$ cat config.mk
export PLATFORM = sky130hd
export DESIGN_NAME = alu16_issue_ctrl_flat
export DESIGN_NICKNAME = d
export VERILOG_FILES = /design/src/rtl/alu16_issue_ctrl_if.sv /design/src/rtl/alu16_issue_ctrl.sv /design/src/flat_wrapper.sv
export SDC_FILE = /design/constraint.sdc
export NUM_CORES = 1
export LEC_CHECK = 0
export ABC_AREA = 1
export CAP_MARGIN = 40
export CORE_MARGIN = 8
export CORE_UTILIZATION = 36
export DETAILED_ROUTE_END_ITERATION = 6
export PLACE_DENSITY = 0.82
export SYNTH_ARGS = -nofsm -noshare
export SYNTH_HDL_FRONTEND = slang
export SYNTH_SLANG_ARGS = --single-unit
$ cat constraint.sdc
create_clock -name clk -period 2.02 [get_ports clk]
set_input_delay 0.606 -clock clk [delete_from_list [all_inputs] [get_ports clk]]
set_output_delay 0.606 -clock clk [all_outputs]
set_load 0.01 [all_outputs]
$ cat src/rtl/alu16_issue_ctrl_if.sv
// Request, ALU-drive and response signals of the ALU issue stage.
// The slave modport is the issue controller; the master modport is the requester/ALU side.
interface alu16_issue_ctrl_if #(
    parameter int WIDTH = 16
);
    logic             req_valid;
    logic             req_ready;
    logic [2:0]       req_op;
    logic [WIDTH-1:0] req_a;
    logic [WIDTH-1:0] req_b;

    logic [WIDTH-1:0] alu_a;
    logic [WIDTH-1:0] alu_b;
    logic             alu_cin;
    logic             alu_ainvert;
    logic             alu_bnegate;
    logic             alu_less;
    logic [1:0]       alu_op;
    logic [WIDTH-1:0] alu_result;
    logic             alu_cout;
    logic             alu_zero;

    logic             rsp_valid;
    logic             rsp_ready;
    logic [WIDTH-1:0] rsp_result;
    logic             rsp_cout;
    logic             rsp_zero;
    logic             rsp_overflow;
    logic             rsp_illegal;

    modport slave (
        input  req_valid, req_op, req_a, req_b,
        output req_ready,
        output alu_a, alu_b, alu_cin, alu_ainvert, alu_bnegate, alu_less, alu_op,
        input  alu_result, alu_cout, alu_zero,
        output rsp_valid, rsp_result, rsp_cout, rsp_zero, rsp_overflow, rsp_illegal,
        input  rsp_ready
    );

    modport master (
        output req_valid, req_op, req_a, req_b,
        input  req_ready,
        input  alu_a, alu_b, alu_cin, alu_ainvert, alu_bnegate, alu_less, alu_op,
        output alu_result, alu_cout, alu_zero,
        input  rsp_valid, rsp_result, rsp_cout, rsp_zero, rsp_overflow, rsp_illegal,
        output rsp_ready
    );
endinterface

$ cat src/rtl/alu16_issue_ctrl.sv
// Issue stage for the 16-bit ALU: registers a request, sequences the ALU controls, adds signed overflow.
// Latency 2 edges after accept (3 for SLT); one op in flight, response held until rsp_ready.
// ALU16_SLT_EN enables the two-pass set-less-than; without it op 101 is reported illegal.
module alu16_issue_ctrl #(
    parameter int WIDTH = 16
) (
    input  logic               clk,
    input  logic               rst,
    alu16_issue_ctrl_if.slave  bus
);
    typedef enum logic [1:0] {IDLE, EXEC, SLT2, DONE} state_t;

    localparam logic [2:0] OP_AND = 3'b000;
    localparam logic [2:0] OP_OR  = 3'b001;
    localparam logic [2:0] OP_ADD = 3'b010;
    localparam logic [2:0] OP_SUB = 3'b011;
    localparam logic [2:0] OP_NOR = 3'b100;
    localparam logic [2:0] OP_SLT = 3'b101;

    state_t           state_q, state_d;
    logic [2:0]       op_q;
    logic [WIDTH-1:0] a_q, b_q;
    logic             settle_q;
    logic [WIDTH-1:0] res_q;
    logic             cout_q, zero_q, ovf_q, ill_q;

    logic             illegal;
    logic             is_slt;
    logic             ovf_add, ovf_sub;
    logic             ctl_ainv, ctl_bneg, ctl_cin, ctl_less;
    logic [1:0]       ctl_op;

`ifdef ALU16_SLT_EN
    logic slt_q;
    assign is_slt  = (op_q == OP_SLT);
    assign illegal = (op_q == 3'b110) || (op_q == 3'b111);
`else
    assign is_slt  = 1'b0;
    assign illegal = (op_q == 3'b110) || (op_q == 3'b111) || (op_q == OP_SLT);
`endif

    assign ovf_add = (a_q[WIDTH-1] == b_q[WIDTH-1]) && (bus.alu_result[WIDTH-1] != a_q[WIDTH-1]);
    assign ovf_sub = (a_q[WIDTH-1] != b_q[WIDTH-1]) && (bus.alu_result[WIDTH-1] != a_q[WIDTH-1]);

    // Controls come only from registered state so the ALU sees stable inputs for the whole EXEC pass.
    always_comb begin
        ctl_ainv = 1'b0;
        ctl_bneg = 1'b0;
        ctl_cin  = 1'b0;
        ctl_less = 1'b0;
        ctl_op   = 2'b00;
        if (state_q == EXEC && !illegal) begin
            unique case (op_q)
                OP_AND: ctl_op = 2'b00;
                OP_OR:  ctl_op = 2'b01;
                OP_ADD: ctl_op = 2'b10;
                OP_SUB, OP_SLT: begin
                    ctl_op   = 2'b10;
                    ctl_bneg = 1'b1;
                    ctl_cin  = 1'b1;
                end
                OP_NOR: begin
                    ctl_ainv = 1'b1;
                    ctl_bneg = 1'b1;
                end
                default: ctl_op = 2'b00;
            endcase
        end
`ifdef ALU16_SLT_EN
        else if (state_q == SLT2) begin
            ctl_op   = 2'b11;
            ctl_less = slt_q;
        end
`endif
    end

    always_comb begin
        state_d = state_q;
        unique case (state_q)
            IDLE: if (bus.req_valid) state_d = EXEC;
            EXEC: if (settle_q)      state_d = is_slt ? SLT2 : DONE;
            SLT2: state_d = DONE;
            DONE: if (bus.rsp_ready) state_d = IDLE;
            default: state_d = IDLE;
        endcase
    end

    always_ff @(posedge clk or posedge rst) begin
        if (rst) begin
            state_q <= IDLE;
        end else begin
            state_q <= state_d;
        end
    end

    // EXEC spans two cycles: the first lets the ALU settle, the second samples it.
    always_ff @(posedge clk or posedge rst) begin
        if (rst) begin
            op_q     <= 3'b000;
            a_q      <= '0;
            b_q      <= '0;
            settle_q <= 1'b0;
            res_q    <= '0;
            cout_q   <= 1'b0;
            zero_q   <= 1'b0;
            ovf_q    <= 1'b0;
            ill_q    <= 1'b0;
`ifdef ALU16_SLT_EN
            slt_q    <= 1'b0;
`endif
        end else begin
            unique case (state_q)
                IDLE: if (bus.req_valid) begin
                    op_q     <= bus.req_op;
                    a_q      <= bus.req_a;
                    b_q      <= bus.req_b;
                    settle_q <= 1'b0;
                end
                EXEC: if (!settle_q) begin
                    settle_q <= 1'b1;
                end else if (illegal) begin
                    res_q  <= '0;
                    cout_q <= 1'b0;
                    zero_q <= 1'b0;
                    ovf_q  <= 1'b0;
                    ill_q  <= 1'b1;
                end else if (is_slt) begin
`ifdef ALU16_SLT_EN
                    slt_q  <= bus.alu_result[WIDTH-1] ^ ovf_sub;
`endif
                    cout_q <= 1'b0;
                    ovf_q  <= 1'b0;
                    ill_q  <= 1'b0;
                end else begin
                    res_q  <= bus.alu_result;
                    cout_q <= bus.alu_cout;
                    zero_q <= bus.alu_zero;
                    ovf_q  <= (op_q == OP_ADD) ? ovf_add :
                              (op_q == OP_SUB) ? ovf_sub : 1'b0;
                    ill_q  <= 1'b0;
                end
                SLT2: begin
                    res_q  <= bus.alu_result;
                    zero_q <= bus.alu_zero;
                end
                default: ;
            endcase
        end
    end

    assign bus.req_ready    = (state_q == IDLE);
    assign bus.rsp_valid    = (state_q == DONE);
    assign bus.alu_a        = a_q;
    assign bus.alu_b        = b_q;
    assign bus.alu_ainvert  = ctl_ainv;
    assign bus.alu_bnegate  = ctl_bneg;
    assign bus.alu_cin      = ctl_cin;
    assign bus.alu_op       = ctl_op;
`ifdef ALU16_SLT_EN
    assign bus.alu_less     = ctl_less;
`else
    assign bus.alu_less     = 1'b0;
`endif
    assign bus.rsp_result   = res_q;
    assign bus.rsp_cout     = cout_q;
    assign bus.rsp_zero     = zero_q;
    assign bus.rsp_overflow = ovf_q;
    assign bus.rsp_illegal  = ill_q;

    logic unused_ok;
    assign unused_ok = ctl_less;
endmodule

$ cat src/flat_wrapper.sv
// flat-port wrapper written by rule: the top's interface ports become plain ports
module alu16_issue_ctrl_flat 
#(
    parameter int WIDTH = 16
)
  (clk, rst, bus_req_valid, bus_req_op, bus_req_a, bus_req_b, bus_req_ready, bus_alu_a, bus_alu_b, bus_alu_cin, bus_alu_ainvert, bus_alu_bnegate, bus_alu_less, bus_alu_op, bus_alu_result, bus_alu_cout, bus_alu_zero, bus_rsp_valid, bus_rsp_result, bus_rsp_cout, bus_rsp_zero, bus_rsp_overflow, bus_rsp_illegal, bus_rsp_ready);
  alu16_issue_ctrl_if #(.WIDTH(WIDTH)) bus_i ();
  input  logic clk;
  input  logic rst;
  input wire logic [$bits(bus_i.req_valid)-1:0] bus_req_valid;
  input wire logic [$bits(bus_i.req_op)-1:0] bus_req_op;
  input wire logic [$bits(bus_i.req_a)-1:0] bus_req_a;
  input wire logic [$bits(bus_i.req_b)-1:0] bus_req_b;
  output wire logic [$bits(bus_i.req_ready)-1:0] bus_req_ready;
  output wire logic [$bits(bus_i.alu_a)-1:0] bus_alu_a;
  output wire logic [$bits(bus_i.alu_b)-1:0] bus_alu_b;
  output wire logic [$bits(bus_i.alu_cin)-1:0] bus_alu_cin;
  output wire logic [$bits(bus_i.alu_ainvert)-1:0] bus_alu_ainvert;
  output wire logic [$bits(bus_i.alu_bnegate)-1:0] bus_alu_bnegate;
  output wire logic [$bits(bus_i.alu_less)-1:0] bus_alu_less;
  output wire logic [$bits(bus_i.alu_op)-1:0] bus_alu_op;
  input wire logic [$bits(bus_i.alu_result)-1:0] bus_alu_result;
  input wire logic [$bits(bus_i.alu_cout)-1:0] bus_alu_cout;
  input wire logic [$bits(bus_i.alu_zero)-1:0] bus_alu_zero;
  output wire logic [$bits(bus_i.rsp_valid)-1:0] bus_rsp_valid;
  output wire logic [$bits(bus_i.rsp_result)-1:0] bus_rsp_result;
  output wire logic [$bits(bus_i.rsp_cout)-1:0] bus_rsp_cout;
  output wire logic [$bits(bus_i.rsp_zero)-1:0] bus_rsp_zero;
  output wire logic [$bits(bus_i.rsp_overflow)-1:0] bus_rsp_overflow;
  output wire logic [$bits(bus_i.rsp_illegal)-1:0] bus_rsp_illegal;
  input wire logic [$bits(bus_i.rsp_ready)-1:0] bus_rsp_ready;
  assign bus_i.req_valid = bus_req_valid;
  assign bus_i.req_op = bus_req_op;
  assign bus_i.req_a = bus_req_a;
  assign bus_i.req_b = bus_req_b;
  assign bus_req_ready = bus_i.req_ready;
  assign bus_alu_a = bus_i.alu_a;
  assign bus_alu_b = bus_i.alu_b;
  assign bus_alu_cin = bus_i.alu_cin;
  assign bus_alu_ainvert = bus_i.alu_ainvert;
  assign bus_alu_bnegate = bus_i.alu_bnegate;
  assign bus_alu_less = bus_i.alu_less;
  assign bus_alu_op = bus_i.alu_op;
  assign bus_i.alu_result = bus_alu_result;
  assign bus_i.alu_cout = bus_alu_cout;
  assign bus_i.alu_zero = bus_alu_zero;
  assign bus_rsp_valid = bus_i.rsp_valid;
  assign bus_rsp_result = bus_i.rsp_result;
  assign bus_rsp_cout = bus_i.rsp_cout;
  assign bus_rsp_zero = bus_i.rsp_zero;
  assign bus_rsp_overflow = bus_i.rsp_overflow;
  assign bus_rsp_illegal = bus_i.rsp_illegal;
  assign bus_i.rsp_ready = bus_rsp_ready;
  alu16_issue_ctrl #(.WIDTH(WIDTH)) u_core (.clk(clk), .rst(rst), .bus(bus_i));
endmodule
# Word-level counts from Yosys, hierarchy flattened
# Index checks and enable logic that the tools add are counted.
# W data, S select, Z words.
# word_totals
ff_bits	58
input_bits	57
out_inout_bits	60
word_cells	68
# classes
n_eq_ne	16
n_reduce_logical	17
muxes	25
# ops
cell	count
$mux W16	2
$pmux W16 S2	1
$mux W1	14
$eq A3 B3 Y1 const B	4
$mux W2	4
$pmux W2 S4	1
$reduce_and A2 Y1	4
$eq A3 B2 Y1 const B	2
$reduce_or A3 Y1	2
$eq A2 B2 Y1 const B	2
$ne A2 B1 Y1 const B	2
$pmux W1 S2	2
$pmux W2 S2	1
$reduce_bool A2 Y1	2
$eq A3 B1 Y1 const B	1
$logic_and A1 B1 Y1	3
$reduce_and A3 Y1	1
$eq A2 B1 Y1 const B	1
$logic_not A2 Y1	1
$logic_or A1 B1 Y1	2
$ne A1 B1 Y1	2
$ne A2 B2 Y1 const B	1
$reduce_or A2 Y1	1
$eq A1 B1 Y1	1
$logic_not A1 Y1	1

# Longest topological paths before layout
# Gate-level depths: netlist of run 1.
# depth
depth_word	6
mapped_depth	8
depth_no_buf	8

# Worst setup path after synthesis of run 1
# Ideal clock, no wire load.
# synth_timing
kind	register to output
start	register u_core.state_q[1]
end	output port bus_alu_bnegate
t_required_ns	1.414
arrival_ns	1.349
path_buffers	0
setup_slack_ns	0.065
path_stages_with_launch	6
cell_sequence	dfrtp_1 -> inv_1 -> ha_1 -> inv_1 -> nor3_1 -> or2_2
# synth_via
elab_chain_len	3
# synth_lines
item	line_no	rtl
start, declared	alu16_issue_ctrl.sv:20	state_t state_q, state_d;
start signal, assigned	alu16_issue_ctrl.sv:92	state_q <= state_d;
$eq A2 B1 Y1	alu16_issue_ctrl.sv:52	if (state_q == EXEC && !illegal) begin
$logic_and A1 B1 Y1	alu16_issue_ctrl.sv:52	
$mux W1	alu16_issue_ctrl.sv:52	
end, declared	flat_wrapper.sv:19	output wire logic [$bits(bus_i.alu_bnegate)-1:0] bus_alu_bnegate;
# No other way between the ends.

# Worst setup path in the final report of run 1
# layout_timing
start	register u_core.state_q[0]
end	output port bus_alu_bnegate
# The elaborated chain is that of the path after synthesis.

==> results.py, run 1 <==
metrics = {
    "synthesis": {
        "synthAdderAreaFrac_pct": 2.07,
        "synth.distinct_cells": 19,
        "synth-xor-area-share_pct": 0,
        "ys_ff_latch": 58,
        "synth_area_um2": 2410,
        "synthSimpleGateAreaFrac_pct": 31.0,
        "avgSynthCellArea_um2": 8.41,
        "yosysWarnings": 0,
        "synthMuxAreaShare_pct": 0,
        "synth_compound_area_share_pct": 1.61,
        "postSynthCellCount": 287,
        "synth-seq-area-share_pct": 60.1,
        "synth_top_family_by_area": "simple AND/OR/NAND/NOR gates",
        "syn_nets": 348,
    },
    "sta": {
        "max_freq_ghz": 0.499,
        "rsz0062_at_grt": "true",
        "slew_viol_final": 0,
        "finalCritPeriodShare_pct": 99.3,
        "fin_ws_ps": 14.8,
        "clock_skew_ps": 9.31,
        "setup_viol": 0,
        "fin_crit_ps": 2010,
        "hold_violations": 0,
    },
    "routing": {
        "drt_iter0_drc": 52,
        "viasPerCell": 4.62,
        "dr.pass1.iters": 4,
        "vias": 2298,
        "remaining_drc_errors": 0,
        "wirelength_um": 7040,
        "drt.antenna.violating_nets": 0,
        "wire_per_inst_um": 14.2,
    },
    "floorplan": {
        "core.rowCount": 30,
        "die_h_um": 97.9,
        "io_pins": 117,
        "start_util_pct": 36.3,
        "die_w_um": 97.9,
        "coreArea_um2": 6640,
        "dieArea_um2": 9580,
    },
    "critical_path": {
        "crit_path_cell_trace": "ha_4, inv_6, nor2_2, or2_4, buf_6",
        "cp.required_ps": 1410,
        "worst_setup_path_start_kind": "flip-flop",
        "path_buf_inv": 2,
        "critical_path_peak_fanout": 5,
        "cp.arrival_ps": 1400,
        "end_kind": "primary output",
        "crit_type": "flip-flop to primary output",
        "cp_top_family": "flip-flops",
        "cp_slowest_cell": "dfrtp_1",
        "r2r_slack_ps": 490,
        "max_stage_delay_ps": 410,
    },
    "clock_tree": {
        "cts_tree": "done",
        "post_cts_buffers": 0,
        "clkSlewWorstSetupHoldPaths_ps": 60,
        "cts_sinks": 58,
        "clk_latency_ps": 330,
        "root_buffer": "clkbuf_8",
        "cts_inserted_buffers": 9,
        "clock_path_buffers": 2,
        "cts_max_level": 3,
    },
    "grt": {
        "grt_pass1_vias": 2445,
        "grt_max_degree": 59,
        "grt_overflow_total": 0,
        "track_usage_pct": 14.9,
        "antenna_found_initial": 0,
        "grt_pass1_wl_um": 11600,
    },
    "finish": {
        "final_common_cell": "nand2_1",
        "drive_above_1_share_pct": 11.5,
        "final_cell_mix": "nand2_1, clkdlybuf4s50_1, dfrtp_1, nand3_1, inv_1",
        "fillCellCount": 601,
        "syn_to_final_growth_pct": 61.2,
        "nets": 474,
        "fin_util_pct": 58.5,
        "instances_no_fill": 497,
        "n_antenna_cell": 0,
    },
    "placement": {
        "dp_cells": 482,
        "io_buffers": 115,
        "hpwlAfterDp_um": 5240,
        "place_congestion": 0.801,
        "dp_slack_ps": -195,
    },
    "power_and_ir_drop": {
        "ir_drop_mv": 0.677,
        "power_density_nw_per_um2": 1510,
        "power_leakage_uw": 0.00195,
    },
    "job": {
        "cap_violations": 0,
    },
    "status": {
        "status": "complete, no violations",
    },
    "hold_path": {
        "hold_class": "flip-flop to flip-flop",
    },
}
## Yosys cell counts, drive strengths merged
library cell | n | area (um^2)
or2 | 2 | 12.5
o21ai | 7 | 38.8
conb | 1 | 3.75
nor4 | 1 | 6.26
nand2 | 158 | 598
inv | 17 | 63.8
ha | 4 | 50.1
nor2 | 7 | 26.3
nor3 | 2 | 10.0
dfrtp | 58 | 1450
buf | 7 | 42.5
clkbuf | 4 | 15.0
nand3 | 19 | 95.1
## worst register-to-register path: stages (launching register included)
cell	delay (ps)
dfrtp_1	410
buf_4	160
inv_1	80
ha_1	170
inv_1	70
o21ai_2	150
buf_4	240
nand3_1	110
nand2_1	90
## where the power goes
group,internal (uW),switching (uW)
sequential,1700,298
combinational,1490,1490
clock,428,442
## routing by layer
layer / routed length [um] / share of wire (%) / GRT usage, %
met1: 2890 / 41 / 16.1
met2: 3180 / 45 / 23.9
met3: 699 / 9.9 / 6.90
met4: 272 / 3.9 / 8.03
met5: 0 / 0 / 0
## flip-flops by register name, indices dropped and copies added, names as in the netlist
| name | count |
|---|---|
| u_core.settle_q | 1 |
| u_core.bus.alu_a | 16 |
| u_core.bus.rsp_result | 16 |
| u_core.bus.rsp_overflow | 1 |
| u_core.bus.rsp_zero | 1 |
| u_core.bus.rsp_illegal | 1 |
| u_core.bus.alu_b | 16 |
| u_core.state_q | 2 |
| u_core.op_q | 3 |
| u_core.bus.rsp_cout | 1 |
## area by class of cell
cell class	count	area, um^2	share of cell area, %
Inverter	17	72.6	1.87
Tap cell	80	100	2.57
Timing Repair Buffer	126	1230	31.6
Clock buffer	9	124	3.18
Multi-Input combinational cell	201	877	22.5
Clock inverter	6	35.0	0.901
Sequential cell	58	1450	37.3
## path summary, 6_finish.rpt
check,from,to,depth (start not counted)
worst max-delay path,u_core.state_q[0],bus_alu_bnegate,5
worst min-delay path,u_core.bus.alu_a[9],u_core.bus.alu_a[9],2
worst max register to register,u_core.state_q[0],u_core.bus.rsp_result[2],8
worst min register to register,u_core.bus.alu_a[9],u_core.bus.alu_a[9],2
max in group asynchronous,rst,u_core.bus.rsp_overflow,3
min in group asynchronous,rst,u_core.bus.rsp_result[8],3
## timing repair
| item | 4_1_cts | 5_1_grt |
|---|---|---|
| pin swaps | 0 | 2 |
| endpoints found under the setup margin | 7 | 7 |
| hold buffers | 0 | 0 |
| gates resized for setup | 24 | 16 |
## through the flow
| step | total power [uW] | hold WS [ps] | setup TNS, ps | area (um^2) |
|---|---|---|---|---|
| final | 5860 | 477 | 0 | 3890 |
| after CTS | 5870 | 482 | -109 | 3870 |
| after detailed placement | 4980 | 464 | -347 | 3720 |
| after floorplan | 3400 | 490 | 0 | 2420 |
| after global placement | 4880 | 461 | -156 | 3720 |
| after global routing | 6350 | 497 | -73.5 | 3890 |
## cells by family after synthesis
kind of cell	Yosys count
fa+ha+maj	4
other cells	1
simple gates	189
compound gates	7
buf+inv	28
flops	58
No activity file was read; power rests on OpenSTA's default activity.
==> inputs of run 2 (changes only) <==
--- a/constraint.sdc
+++ b/constraint.sdc
@@ -3,2 +3,2 @@
 set_output_delay 0.606 -clock clk [all_outputs]
-set_load 0.01 [all_outputs]
+set_load 0.05 [all_outputs]
==> results.py, run 2 (synthesis results as in run 1) <==
metrics = {
    "critical_path": {
        "r2r_slack_ps": 450,
        "end_kind": "primary output",
        "r2r_end": "u_core.bus.rsp_result[13]",
        "critPathLaunch": "u_core.state_q[0]",
        "critical_path_peak_fanout": 4,
        "cp_slowest_cell": "dfrtp_1",
        "cp.required_ps": 1410,
        "max_stage_delay_ps": 410,
        "crit_path_cell_trace": "ha_4, inv_8, nor2_4, or2_4, buf_12",
        "worst_setup_path_start_kind": "flip-flop",
        "cp.arrival_ps": 1460,
        "reg2regPathDepth": 8,
        "crit_type": "flip-flop to primary output",
        "regToRegStartpoint": "u_core.state_q[0]",
    },
    "placement": {
        "io_buffers": 115,
        "dp_slack_ps": 35.3,
        "hpwlAfterDp_um": 5200,
        "place_congestion": 0.837,
        "placed_area_um2": 3680,
    },
    "sta": {
        "hold_violations": 0,
        "fin_crit_ps": 2060,
        "clock_skew_ps": 8.07,
        "setup_viol": 1,
        "max_freq_ghz": 0.485,
        "fin_ws_ps": -42.1,
        "finalCritPeriodShare_pct": 102,
        "rsz0062_at_grt": "true",
        "slew_viol_final": 0,
    },
    "clock_tree": {
        "cts_tree": "done",
        "cts_max_level": 3,
        "clk_latency_ps": 310,
        "clock_path_buffers": 2,
        "cts_inserted_buffers": 9,
        "root_buffer": "clkbuf_8",
        "ctsHoldBuffers": 0,
        "clkSlewWorstSetupHoldPaths_ps": 70,
        "cts_sinks": 58,
    },
    "floorplan": {
        "die_w_um": 97.9,
        "coreArea_um2": 6640,
        "start_util_pct": 36.3,
        "die_h_um": 97.9,
        "io_pins": 117,
        "core.rowCount": 30,
        "dieArea_um2": 9580,
    },
    "routing": {
        "drt_iter0_drc": 99,
        "dr.pass1.iters": 4,
        "wire_per_inst_um": 13.9,
        "drt.antenna.violating_nets": 0,
        "viasPerCell": 4.52,
        "wirelength_um": 6990,
        "vias": 2263,
        "remaining_drc_errors": 0,
    },
    "hold_path": {
        "min_delay_worst_endpoint": "u_core.bus.rsp_result[7]",
        "hold_class": "flip-flop to flip-flop",
        "worstHoldPathCells": 2,
        "worstHoldStart": "u_core.bus.rsp_result[7]",
    },
    "finish": {
        "nets": 477,
        "n_antenna_cell": 0,
        "postLayoutCellArea_um2": 4000,
        "syn_to_final_growth_pct": 65.6,
        "drive_above_1_share_pct": 25.4,
        "final_common_cell": "nand2_1",
        "final_cell_mix": "nand2_1, buf_4, dfrtp_1, clkdlybuf4s50_1, nand3_1",
        "fin_util_pct": 60.2,
    },
    "power_and_ir_drop": {
        "power_density_nw_per_um2": 1970,
        "ir_drop_mv": 0.807,
        "power_leakage_uw": 0.00209,
    },
    "grt": {
        "grt_max_degree": 41,
        "antenna_found_initial": 0,
        "track_usage_pct": 14.9,
        "grt_pass1_vias": 2372,
        "grt_overflow_total": 0,
        "grt_pass1_wl_um": 11600,
    },
    "job": {
        "cap_violations": 0,
    },
    "status": {
        "violations": "setup timing",
        "status": "complete, but fails checks",
    },
}
==> run 2: cell types whose count changed in the layout (fill, tap and decap cells not counted), sizes merged <==
cell,change
buf,+58
bufinv,+2
clkinvlp,-1
clkinv,-2
clkdlybuf4s50,-52
clkbuf,-1
==> run 2: repair_timing <==
| item | in CTS | in global routing |
|---|---|---|
| endpoints found under the hold margin | 0 | 0 |
| resized for setup | 12 | 7 |
| endpoints found under the setup margin | 5 | 6 |
| pin swaps | 4 | 3 |
| setup buffers | 3 | 2 |
==> run 2: per-stage QoR <==
step                power, uW  hold slack (ps)  instances  setup TNS [ps]
finish                   7860              480        501           -42.1
global route             8360              496        501            -315
CTS                      7860              483        499           -53.4
detailed placement       6530              467        480               0
global placement         6420              463        480               0
floorplan                5000              490        287            -702
==> run 2: worst max path at each step <==
stage / to / slack [ps] / cells past startpoint
after detailed placement: bus_alu_bnegate / 40 / 6
after global routing: bus_alu_bnegate / -100 / 5
after global placement: bus_alu_bnegate / 100 / 5
after floorplan: bus_alu_op[0] / -300 / 4
final: bus_alu_bnegate / -40 / 5
after CTS: bus_alu_bnegate / -50 / 6
==> run 2: metal layers <==
layer | track usage (%) | part of all wire [%] | routed length [um]
met4 | 5.04 | 1.5 | 102
met3 | 6.61 | 9.4 | 654
met5 | 0 | 0 | 0
met1 | 16.8 | 41 | 2890
met2 | 24.3 | 48 | 3350
==> run 2: power by group <==
part           leakage, uW  switching (uW)  internal [uW]  total (uW)
Sequential        0.000721             317           1710        2020
Combinational      0.00126            3180           1500        4680
Clock             0.000109             429            724        1150
Total              0.00209            3920           3930        7860
==> run 2: area by class of cell <==
type / count / area (um^2)
sequential: 58 / 1450
clock inverter: 5 / 77.6
clock buffer: 11 / 141
inverter: 17 / 75.1
multi-input combinational: 201 / 912
fill: 552 / 2650
tap: 80 / 100
timing repair buffer: 129 / 1240
==> run 2: critical path, delay by kind of cell (launching register included) <==
family	cells	cell delay (ps)
flops	1	410
fa+ha+maj	1	200
simple gates	2	290
buf+inv	2	230
==> inputs of run 3 (changes only) <==
ABC_AREA = not set   (was 1)
CORE_UTILIZATION = 37   (was 36)
PLACE_DENSITY = 0.83   (was 0.82)
==> results.py, run 3 <==
metrics = {
    "synthesis": {
        "yosysMostFrequentCell": "dfrtp_1",
        "ys_ff_latch": 58,
        "postSynthCellCount": 199,
        "yosys.area.top_type": "dfrtp_1",
        "yosys-top-cells-area": "dfrtp_1, mux2_2, nand2_1, a21oi_1, ha_1",
        "async_flop_share_pct": 100,
        "synth_ff_type": "dfrtp_1",
        "synth.top_cell.area_share_pct": 57.5,
        "synth-edff-count": 0,
        "syn_nets": 260,
        "synth.distinct_cells": 31,
        "avgSynthCellArea_um2": 12.7,
        "synth_area_um2": 2520,
        "yosysWarnings": 0,
        "synth-seq-area-share_pct": 57.5,
        "synth_common_cells": "dfrtp_1, mux2_2, nand2_1, a21oi_1",
    },
    "critical_path": {
        "cp_slowest_cell": "dfrtp_1",
        "end_kind": "primary output",
        "worst_setup_path_start_kind": "flip-flop",
        "crit_path_cell_trace": "inv_2, ha_4, and4bb_2, a21o_4, buf_12",
        "critical_path_peak_fanout": 4,
        "cp.arrival_ps": 1510,
        "cp.required_ps": 1410,
        "crit_type": "flip-flop to primary output",
        "max_stage_delay_ps": 380,
    },
    "finish": {
        "final_cell_mix": "buf_4, dfrtp_1, clkdlybuf4s50_1, mux2_2, nand2_1",
        "fin_util_pct": 61.2,
        "postLayoutCellArea_um2": 4090,
        "drive_above_1_share_pct": 43.3,
        "n_antenna_cell": 0,
        "fillCellCount": 534,
        "syn_to_final_growth_pct": 61.8,
        "final_common_cell": "buf_4",
        "nets": 391,
    },
    "clock_tree": {
        "cts_sinks": 58,
        "cts_inserted_buffers": 9,
        "ctsHoldBuffers": 0,
        "root_buffer": "clkbuf_8",
        "cts_tree": "done",
        "clock_path_buffers": 2,
        "clk_latency_ps": 320,
        "clkSlewWorstSetupHoldPaths_ps": 70,
        "cts_max_level": 3,
    },
    "placement": {
        "place_congestion": 0.810,
        "dp_slack_ps": 127,
        "placed_area_um2": 3790,
        "hpwlAfterDp_um": 5200,
        "io_buffers": 115,
    },
    "sta": {
        "max_freq_ghz": 0.472,
        "setup_viol": 5,
        "finalCritPeriodShare_pct": 105,
        "fin_crit_ps": 2120,
        "worstMarginPinSlew_ps": 477,
        "clock_skew_ps": 6.11,
        "fin_ws_ps": -100,
        "hold_violations": 0,
        "slew_headroom_pct": 67.5,
        "rsz0062_at_grt": "true",
        "slew_viol_final": 0,
    },
    "floorplan": {
        "die_w_um": 98.6,
        "coreArea_um2": 6680,
        "die_h_um": 98.6,
        "io_pins": 117,
        "start_util_pct": 37.8,
        "dieArea_um2": 9720,
        "core.rowCount": 30,
    },
    "job": {
        "cap_violations": 0,
    },
    "routing": {
        "wirelength_um": 6720,
        "remaining_drc_errors": 0,
        "vias": 1990,
        "drt_iter0_drc": 30,
        "dr.pass1.iters": 4,
        "viasPerCell": 4.80,
        "wire_per_inst_um": 16.2,
        "drt.antenna.violating_nets": 0,
    },
    "power_and_ir_drop": {
        "power_density_nw_per_um2": 2050,
        "ir_drop_mv": 0.919,
        "power_leakage_uw": 0.00185,
    },
    "grt": {
        "antenna_found_initial": 0,
        "grt_pass1_wl_um": 11100,
        "grt_overflow_total": 0,
        "grt_max_degree": 25,
        "track_usage_pct": 14.2,
        "grt_pass1_vias": 2228,
    },
    "hold_path": {
        "hold_class": "flip-flop to flip-flop",
    },
    "status": {
        "violations": "setup timing",
        "status": "complete, but fails checks",
    },
}
==> run 3: report_power, final <==
| part | internal [uW] | leakage [uW] | switching (uW) | total, uW |
|---|---|---|---|---|
| registers | 1760 | 0.000693 | 405 | 2160 |
| clock network | 693 | 0.000107 | 441 | 1130 |
| logic | 1900 | 0.00105 | 3190 | 5090 |
| total | 4350 | 0.00185 | 4040 | 8390 |
==> run 3: path summary, 6_finish.rpt <==
kind | from | end | slack [ps] | cells after the start
max in group asynchronous | rst | u_core.bus.alu_b[10] | 970 | 3
min | u_core.bus.rsp_cout | u_core.bus.rsp_cout | 480 | 2
max reg2reg | u_core.state_q[1] | u_core.bus.rsp_result[10] | 260 | 6
max | u_core.state_q[1] | bus_alu_bnegate | -100 | 5
min in group asynchronous | rst | u_core.bus.alu_b[15] | 620 | 2
min reg2reg | u_core.bus.rsp_cout | u_core.bus.rsp_cout | 480 | 2
==> run 3: cell families (layout without fill, tap and decap cells) <==
logic type                 Yosys count  after routing  share of synthesized area, %
adders and majority gates            4              4                          1.98
AOI/OAI and AO/OA                   36             36                          9.22
DFF                                 58             58                          57.5
muxes                               41             41                          18.7
xor gates and xnor gates             1              1                         0.347
and+or+nand+nor                     45             45                          8.92
other                                1              1                         0.149
buffers and inverters               13            149                          3.17
==> run 3: worst max-delay path: cells and delay by family (launching register included) <==
family	cells	cell delay [ps]
AOI/OAI and AO/OA	1	200
adders and majority gates	1	170
buffers and inverters	2	210
DFF	1	380
and+or+nand+nor	1	230
==> run 3: area by class of cell <==
class,instances,area (um^2),share of cell area (%)
clock buffer,11,131,3.21
clock inverter,5,78.8,1.93
inverter,4,18.8,0.459
multi-input combinational,128,1060,25.8
sequential,58,1450,35.5
tap,80,100,2.45
timing repair buffer,129,1250,30.6
==> run 3: timing repair <==
item / CTS / global route
buffers inserted: 6 / 1
endpoints found under the setup margin: 5 / 6
gates resized for setup: 5 / 4
pin swaps: 3 / 3
==> run 3: layer usage <==
| layer | wire length [um] | vias to the layer above | global-route usage (%) |
|---|---|---|---|
| met4 | 80 | 0 | 6.14 |
| met5 | 0 | - | 0 |
| met3 | 748 | 8 | 7.89 |
| li1 | - | 950 | - |
| met1 | 2570 | 949 | 14.9 |
| met2 | 3320 | 83 | 23.0 |
==> run 3: per-stage QoR <==
stage / setup TNS (ps) / instances / power (uW) / hold WS (ps)
after floorplan: -173 / 199 / 5610 / 534
final: -264 / 415 / 8390 / 481
after CTS: -208 / 414 / 8440 / 490
after global placement: 0 / 392 / 7050 / 468
after detailed placement: 0 / 392 / 7170 / 476
after global routing: -614 / 415 / 8860 / 513
